File: src/rtl/led_counter_ctrl.sv
`default_nettype none
// led_counter_ctrl: command-driven 6-bit up/down counter with a prescaled free-run mode,
// active-low LED outputs and a one-cycle wrap pulse.
module led_counter_ctrl #(
  parameter int PRESCALE = 13500000
) (
  input  logic       clk,
  input  logic       rst_n,
  input  logic       cmd_valid,
  output logic       cmd_ready,
  input  logic [2:0] cmd_op,
  input  logic [5:0] cmd_data,
  output logic [5:0] count,
  output logic [5:0] led,
  output logic       busy,
  output logic       wrap
);

  localparam int            PW      = (PRESCALE > 1) ? $clog2(PRESCALE) : 1;
  localparam logic [PW-1:0] PS_LAST = PW'(PRESCALE - 1);

  localparam logic [1:0] S_IDLE = 2'd0;
  localparam logic [1:0] S_RUN  = 2'd1;
  localparam logic [1:0] S_STEP = 2'd2;

  localparam logic [2:0] OP_START = 3'd1;
  localparam logic [2:0] OP_STOP  = 3'd2;
  localparam logic [2:0] OP_STEP  = 3'd3;
  localparam logic [2:0] OP_LOAD  = 3'd4;
  localparam logic [2:0] OP_DIR   = 3'd5;
  localparam logic [2:0] OP_CLEAR = 3'd6;

  logic [1:0]    state;
  logic          dir;
  logic [PW-1:0] prescaler;

  logic       accept;
  logic       tick;
  logic [5:0] adv_count;
  logic       adv_wrap;

  always_comb begin
    accept    = cmd_valid && cmd_ready;
    tick      = (state == S_RUN) && (prescaler == PS_LAST);
    adv_count = dir ? (count - 6'd1) : (count + 6'd1);
    adv_wrap  = dir ? (count == 6'd0) : (count == 6'd63);
  end

  assign cmd_ready = (state != S_STEP);
  assign busy      = (state == S_RUN);
  assign led       = ~count;

  always_ff @(posedge clk or negedge rst_n) begin
    if (!rst_n) begin
      state     <= S_IDLE;
      count     <= 6'd0;
      dir       <= 1'b0;
      prescaler <= '0;
      wrap      <= 1'b0;
    end else begin
      wrap <= 1'b0;
      case (state)
        S_IDLE: begin
          if (accept) begin
            case (cmd_op)
              OP_START: begin
                state     <= S_RUN;
                prescaler <= '0;
              end
              OP_STEP:  state <= S_STEP;
              OP_LOAD: begin
                count     <= cmd_data;
                prescaler <= '0;
              end
              OP_CLEAR: begin
                count     <= 6'd0;
                prescaler <= '0;
              end
              OP_DIR:   dir <= cmd_data[0];
              default: ;
            endcase
          end
        end

        S_RUN: begin
          // STOP, LOAD and CLEAR override a coincident tick; DIR lets the tick use the old direction.
          if (accept && (cmd_op == OP_STOP)) begin
            state     <= S_IDLE;
            prescaler <= '0;
          end else if (accept && (cmd_op == OP_LOAD)) begin
            count     <= cmd_data;
            prescaler <= '0;
          end else if (accept && (cmd_op == OP_CLEAR)) begin
            count     <= 6'd0;
            prescaler <= '0;
          end else begin
            if (tick) begin
              prescaler <= '0;
              count     <= adv_count;
              wrap      <= adv_wrap;
            end else begin
              prescaler <= prescaler + PW'(1);
            end
            if (accept && (cmd_op == OP_DIR)) dir <= cmd_data[0];
          end
        end

        S_STEP: begin
          count <= adv_count;
          wrap  <= adv_wrap;
          state <= S_IDLE;
        end

        default: state <= S_IDLE;
      endcase
    end
  end

endmodule
`default_nettype wire

File: config.mk
export PLATFORM = sky130hd
export DESIGN_NAME = led_counter_ctrl
export DESIGN_NICKNAME = d
export VERILOG_FILES = /design/src/rtl/led_counter_ctrl.sv
export SDC_FILE = /design/constraint.sdc
export NUM_CORES = 1
export LEC_CHECK = 0
export CAP_MARGIN = 20
export CORE_MARGIN = 5
export CORE_UTILIZATION = 51
export DETAILED_ROUTE_END_ITERATION = 7
export GPL_TIMING_DRIVEN = 0
export PLACE_DENSITY_LB_ADDON = 0.12
export SKIP_LAST_GASP = 1
export SYNTH_ARGS = -nofsm -noshare
export SYNTH_HDL_FRONTEND = slang
export SYNTH_SLANG_ARGS = --single-unit
File: constraint.sdc
create_clock -name clk -period 2 [get_ports clk]
set_input_delay 0.2 -clock clk [delete_from_list [all_inputs] [get_ports clk]]
set_output_delay 0.2 -clock clk [all_outputs]
set_load 0.1 [all_outputs]
== After elaboration in Yosys (flattened, before gate mapping) ==
Cells that the tools add are included.
W data, S select, Z words.

* Flip-flop bits (word level): 34
* Bits of input ports: 12
* Output and inout port bits: 15
* Logic and storage cells: 78

* Add/subtract/negate cells: 3
* Eq/ne operators: 22
* Multiplexer cells: 32
* Bitwise operators: 1
* Reduce and logical (&&, ||, !) cells: 15

{| class="wikitable"
|+ Operator list
! kind !! count
|-
| $mux W24 || 6
|-
| $pmux W24 S2 || 1
|-
| $mux W6 || 6
|-
| $add A24 B1 Y24 const B || 1
|-
| $eq A24 B24 Y1 const B || 1
|-
| $pmux W6 S3 || 1
|-
| $ne A2 B2 Y1 const B || 7
|-
| $pmux W6 S2 || 1
|-
| $mux W1 || 11
|-
| $eq A3 B3 Y1 const B || 3
|-
| $pmux W2 S2 || 2
|-
| $reduce_and A7 Y1 || 1
|-
| $add A6 B1 Y6 const B || 1
|-
| $eq A3 B2 Y1 const B || 2
|-
| $eq A6 B6 Y1 const B || 1
|-
| $logic_and A1 B1 Y1 || 6
|-
| $logic_not A6 Y1 || 1
|-
| $not A6 Y6 || 1
|-
| $reduce_and A3 Y1 || 2
|-
| $sub A6 B1 Y6 const B || 1
|-
| $reduce_and A5 Y1 || 1
|-
| $mux W2 || 2
|-
| $ne A2 B1 Y1 const B || 2
|-
| $ne A4 B1 Y1 const B || 1
|-
| other kinds (10) || 11
|}

== Depth between registers and ports, before layout ==
* Word-level depth: 8
* Depth in mapped cells: 9
* Depth with buffers taken out: 7

== Worst setup path after synthesis ==
OpenSTA, ideal clock, no wires.

* Path type: register to register
* From: reg count[0]
* To: reg count[4]
* Setup time: 0.167 ns
* Data arrival time: 2.859 ns
* Required time: 1.833 ns
* Slack: -1.026 ns
* Stages on the path, launching flop included: 8
* Path buffers: 0
* Period minus slack after synthesis: 3.026 ns
* Cells stage by stage: dfrtp_1 -> inv_1 -> fa_1 -> nor2b_1 -> o21a_1 -> o21ai_0 -> a32oi_1 -> mux2i_1

* Cells in the longest elaborated chain, start to end: 7
* Elaborated cells on any way between the ends: 8
* Those cells by class: 2 x add/sub; 6 x mux

{| class="wikitable"
|+ Ends and longest elaborated chain
! element !! RTL line !! source
|-
| start: declaration || 13 || <nowiki>output logic [5:0] count,</nowiki>
|-
| start signal: assignment || 72 || <nowiki>count <= cmd_data;</nowiki>
|-
| start signal: assignment || 91 || <nowiki>count <= cmd_data;</nowiki>
|-
| start signal: assignment || 99 || <nowiki>count <= adv_count;</nowiki>
|-
| $add A6 B1 Y6 or $sub A6 B1 Y6 (tied branches) || 45 || <nowiki>adv_count = dir ? (count - 6'd1) : (count + 6'd1);</nowiki>
|-
| $mux W6 (*) || 45 ||
|-
| $mux W6 || 97 || <nowiki>if (tick) begin</nowiki>
|-
| $mux W6 || 93 || <nowiki>end else if (accept && (cmd_op == OP_CLEAR)) begin</nowiki>
|-
| $mux W6 || 90 || <nowiki>end else if (accept && (cmd_op == OP_LOAD)) begin</nowiki>
|-
| $mux W6 || 87 || <nowiki>if (accept && (cmd_op == OP_STOP)) begin</nowiki>
|-
| $pmux W6 S3 (*) || 62 || <nowiki>case (state)</nowiki>
|}

Mark *: on every way between the ends. The rest lies on a longest branch, timed or not. The select of a mux whose other input is x is not followed.
A chain may end at the register's enable or synchronous reset.

== Worst setup path after layout ==
* From: reg prescaler[13]
* To: reg prescaler[6]

* Cells in the longest elaborated chain, start to end: 7

{| class="wikitable"
|+ Ends and longest elaborated chain
! element !! RTL line !! source
|-
| start: declaration || 35 || <nowiki>logic [PW-1:0] prescaler;</nowiki>
|-
| start signal: assignment || 102 || <nowiki>prescaler <= prescaler + PW'(1);</nowiki>
|-
| $eq A24 B24 Y1 || 44 || <nowiki>tick = (state == S_RUN) && (prescaler == PS_LAST);</nowiki>
|-
| $logic_and A1 B1 Y1 || 44 ||
|-
| $mux W24 || 97 ||
|-
| $mux W24 || 93 ||
|-
| $mux W24 || 90 ||
|-
| $mux W24 || 87 ||
|-
| $pmux W24 S2 || 62 ||
|}

No other way between the ends.

==> metrics <==
outcome=finished, violations left; failing checks=negative hold slack, negative setup slack; critical path class=reg -> reg; Hold Path Class=in -> async; crit-path max cell delay=0.56 ns; Post-DP HPWL=4390 um; Die Wd=79.4 um; number of global-route vias before repair=2367; Synth Instances=284; CTS Hold Buffers Added=0; setup violators final=18; post-synthesis register bit count=34; Combinational Power Share=66.3%; GR Util All Layers=23.1%; fin. max-slew vios=0; register area share after synthesis=34.6%; Yosys warning count=0; crit path time final=2.18 ns; XOR/XNOR Fraction of Synth Area=0.356%; max cap viols=0; final core utilization=77.8%; CP Launch Point=prescaler[13]$_DFFE_PN0P_; Hold Fails Final Rpt=19; cells along the critical path=and4_4, nand4_1, or4_4, buf_8, buf_12, buf_8, a31oi_1, o22ai_1; die area=6310 sq um; Startpoint Class=register; R2R setup slack=-0.18 ns; Pwr per Cell Area=1240 nW/um^2; Max IR drop VDD=1.31 mV; Crit Path Max Fanout=5; most used flip-flop cell after synthesis=dfrtp_1; Critical Path AT=2.36 ns; reg2reg path depth=8; syn_nets=306; sequential share of power=21.6%; Synth Area in Adders=5.40%; routed len/inst=19.0 um; leak pwr=1.50 nW; first-pass GRT wire length=11400 um; CP Depth=8; Die Span Y=79.4 um; Min Hold Slack=-0.0101 ns; Max clock buf depth=2; # port buffers=24; TritonCTS Sinks=34; drt first pass iters=5; Psw=2.37 mW; vias=2599; clock skew=0.00632 ns; Core ar.=4690 sq um; main combinational cell family by area after synthesis=simple AND/OR/NAND/NOR gates; DRC Markers=0; critical path required time=2.18 ns; EDFF count, synth=0; global route overflow=0; ANT cells=0; post-layout worst setup margin=-0.180 ns; RePlAce Congestion=0.862; Reg-to-Reg End=prescaler[6]$_DFFE_PN0P_; Int Power=2.17 mW; CTS tree=built; Worst-path clk slew=0.07 ns; worst-margin pin slew=0.962 ns; Starting Density=52.4%; R2R Path Start=prescaler[13]$_DFFE_PN0P_; Vias per Instance=6.34; compound-gate portion of the synthesized area=19.9%; P&R area growth vs syn=48.5%; Worst-Skew Late Latency=0.30 ns; fin crit share=109%; RSZ-0062 raised after global routing=yes; crit end category=register; wirelength, routed=7810 um; Num CTS Buffers=5; Final Net Count=377; share of cells above drive strength 1=37.1%; cell family with most CP delay=simple AND/OR/NAND/NOR gates; setup TNS=-1.76 ns; mux cell area share after synthesis=6.31%; clk root buf=clkbuf_8; WP buf/inv=3; ys async rst share=100%; Sw Share=52.2%; Rel. slew slack=35.7%; largest net degree at the start of global routing=35; simple-gate area share of the yosys netlist=26.2%; clock share of power=12.2%; Most common cell on crit path=buf_8; Iter 0 DRT Violations=188; H-tree levels=2; initial antenna violation count=0; post-synthesis cell type count=56; FP Rows=25; Routed Antenna Nets=0; critical path's slowest cell=or4_4; Ports=27; post-synthesis cell area=2460 sq um; Avg Cell Area, Syn=8.65 sq um; fmax=0.459 GHz
state kept, by name, indices dropped and copies added (netlist names):
register and count:
count 6, wrap 1, prescaler 24, dir 1, state 2
worst reg2reg max path, stage by stage (launching register included):
cell and delay (ns):
dfrtp_1 0.40, and4_4 0.27, nand4_1 0.10, or4_4 0.56, buf_8 0.17, buf_12 0.13, buf_8 0.13, a31oi_1 0.19
o22ai_1 0.11
power groups by stage:
| stage | clock network (mW) | logic (mW) | registers [mW] |
|---|---|---|---|
| after floorplan | 0 | 1.61 | 1.36 |
| after global placement | 0 | 2.52 | 0.972 |
| after detailed placement | 0 | 2.54 | 0.972 |
| after CTS | 0.551 | 2.75 | 0.966 |
| after global routing | 0.585 | 3.20 | 0.995 |
| final | 0.551 | 3.00 | 0.977 |
synthesized netlist by cell type (all sizes together) (3+ instances only):
library cell | instances | area, sq um
a21oi | 12 | 60.1
a31oi | 18 | 113
and2 | 3 | 18.8
and3 | 4 | 25.0
and4 | 3 | 27.5
buf | 12 | 60.1
clkbuf | 3 | 11.3
dfrtp | 34 | 851
ha | 9 | 113
inv | 26 | 97.6
mux2 | 4 | 45.0
mux2i | 11 | 110
nand2 | 19 | 71.3
nand2b | 7 | 43.8
nand3 | 13 | 65.1
nand4 | 17 | 121
nor2 | 9 | 33.8
nor2b | 3 | 18.8
nor3 | 6 | 35.0
nor3b | 3 | 22.5
nor4 | 3 | 33.8
o21ai | 11 | 55.1
o22ai | 13 | 81.3
or2 | 3 | 18.8
or3 | 4 | 25.0
or4b | 4 | 40.0
cells by family (layout without fill, tap and decap cells):
kind of cell    Yosys count  after routing
fa+ha+maj                10             10
mux                      15             15
xor+xnor                  1              1
flops                    34             34
buf+inv                  43            115
compound gates           75             75
simple gates            106            106
layer usage:
layer | global-route usage [%] | vias up | part of all wire (%)
li1 | - | 1217 | -
met1 | 28.5 | 1256 | 42
met2 | 39.0 | 104 | 50
met3 | 4.18 | 22 | 4.9
met4 | 10.8 | 0 | 2.7
met5 | 0 | - | 0
metrics by stage:
step,worst slack (ns),cell area (sq um),total power [mW],cells,hold WS [ns]
CTS,-0.144,3310,4.27,394,0.0118
global placement,-0.304,2830,3.49,362,0.486
floorplan,-0.477,2520,2.97,284,-0.0956
global route,-0.192,3650,4.78,410,0.0606
detailed placement,-0.337,2820,3.51,362,0.330
finish,-0.180,3650,4.53,410,-0.0101
cells in the final DEF (no fill, tap or decap), types with 3 or more instances in the layout:
| cell type | Yosys | routed |
|---|---|---|
| buf_4 | 0 | 35 |
| clkdlybuf4s50_1 | 0 | 9 |
| dfrtp_2 | 0 | 11 |
| ha_4 | 0 | 6 |
| inv_1 | 26 | 22 |
| o21ai_0 | 10 | 9 |
| or3_1 | 4 | 4 |
| nand2b_1 | 7 | 5 |
| nor3_1 | 5 | 4 |
| buf_2 | 12 | 5 |
| dlygate4sd2_1 | 0 | 10 |
| ha_1 | 9 | 3 |
| or2_2 | 3 | 3 |
| or4b_1 | 4 | 3 |
| nand2_1 | 19 | 18 |
| mux2i_1 | 11 | 11 |
| buf_6 | 0 | 5 |
| nand4_1 | 16 | 16 |
| a31oi_1 | 18 | 7 |
| buf_12 | 0 | 4 |
| nor2_1 | 9 | 8 |
| a21oi_1 | 12 | 12 |
| clkbuf_8 | 0 | 6 |
| a31oi_4 | 0 | 10 |
| nand3_1 | 13 | 11 |
| and3_1 | 4 | 3 |
| mux2_4 | 0 | 3 |
| o22ai_1 | 13 | 11 |
| buf_8 | 0 | 4 |
| dfrtp_1 | 34 | 20 |
| clkbuf_2 | 0 | 6 |
| dfrtp_4 | 0 | 3 |
worst max-delay path by stage:
stage | endpoint | slack [ns]
after floorplan | count[1]$_DFFE_PN0P_ | -0.48
after global placement | prescaler[16]$_DFFE_PN0P_ | -0.30
after detailed placement | prescaler[16]$_DFFE_PN0P_ | -0.34
after CTS | count[5]$_DFFE_PN0P_ | -0.14
after global routing | count[0]$_DFFE_PN0P_ | -0.19
final | prescaler[6]$_DFFE_PN0P_ | -0.18
area by class of cell:
class                           instances  area [sq um]
Timing Repair Buffer                   66           603
Clock inverter                          1          5.00
Inverter                               28           116
Multi-Input combinational cell        207          1780
Clock buffer                            7          86.3
Buffer                                 13           116
Tap cell                               54          67.6
Fill cell                             314          1040
Sequential cell                        34           876
repair_timing:
| action | in CTS | in global routing |
|---|---|---|
| resized for setup | 58 | 49 |
| setup buffers | 23 | 18 |
| gates cloned | 3 | 1 |
| endpoints found under the setup margin | 45 | 32 |
| pin swaps | 16 | 24 |
Power figures use the tool's default switching activity.
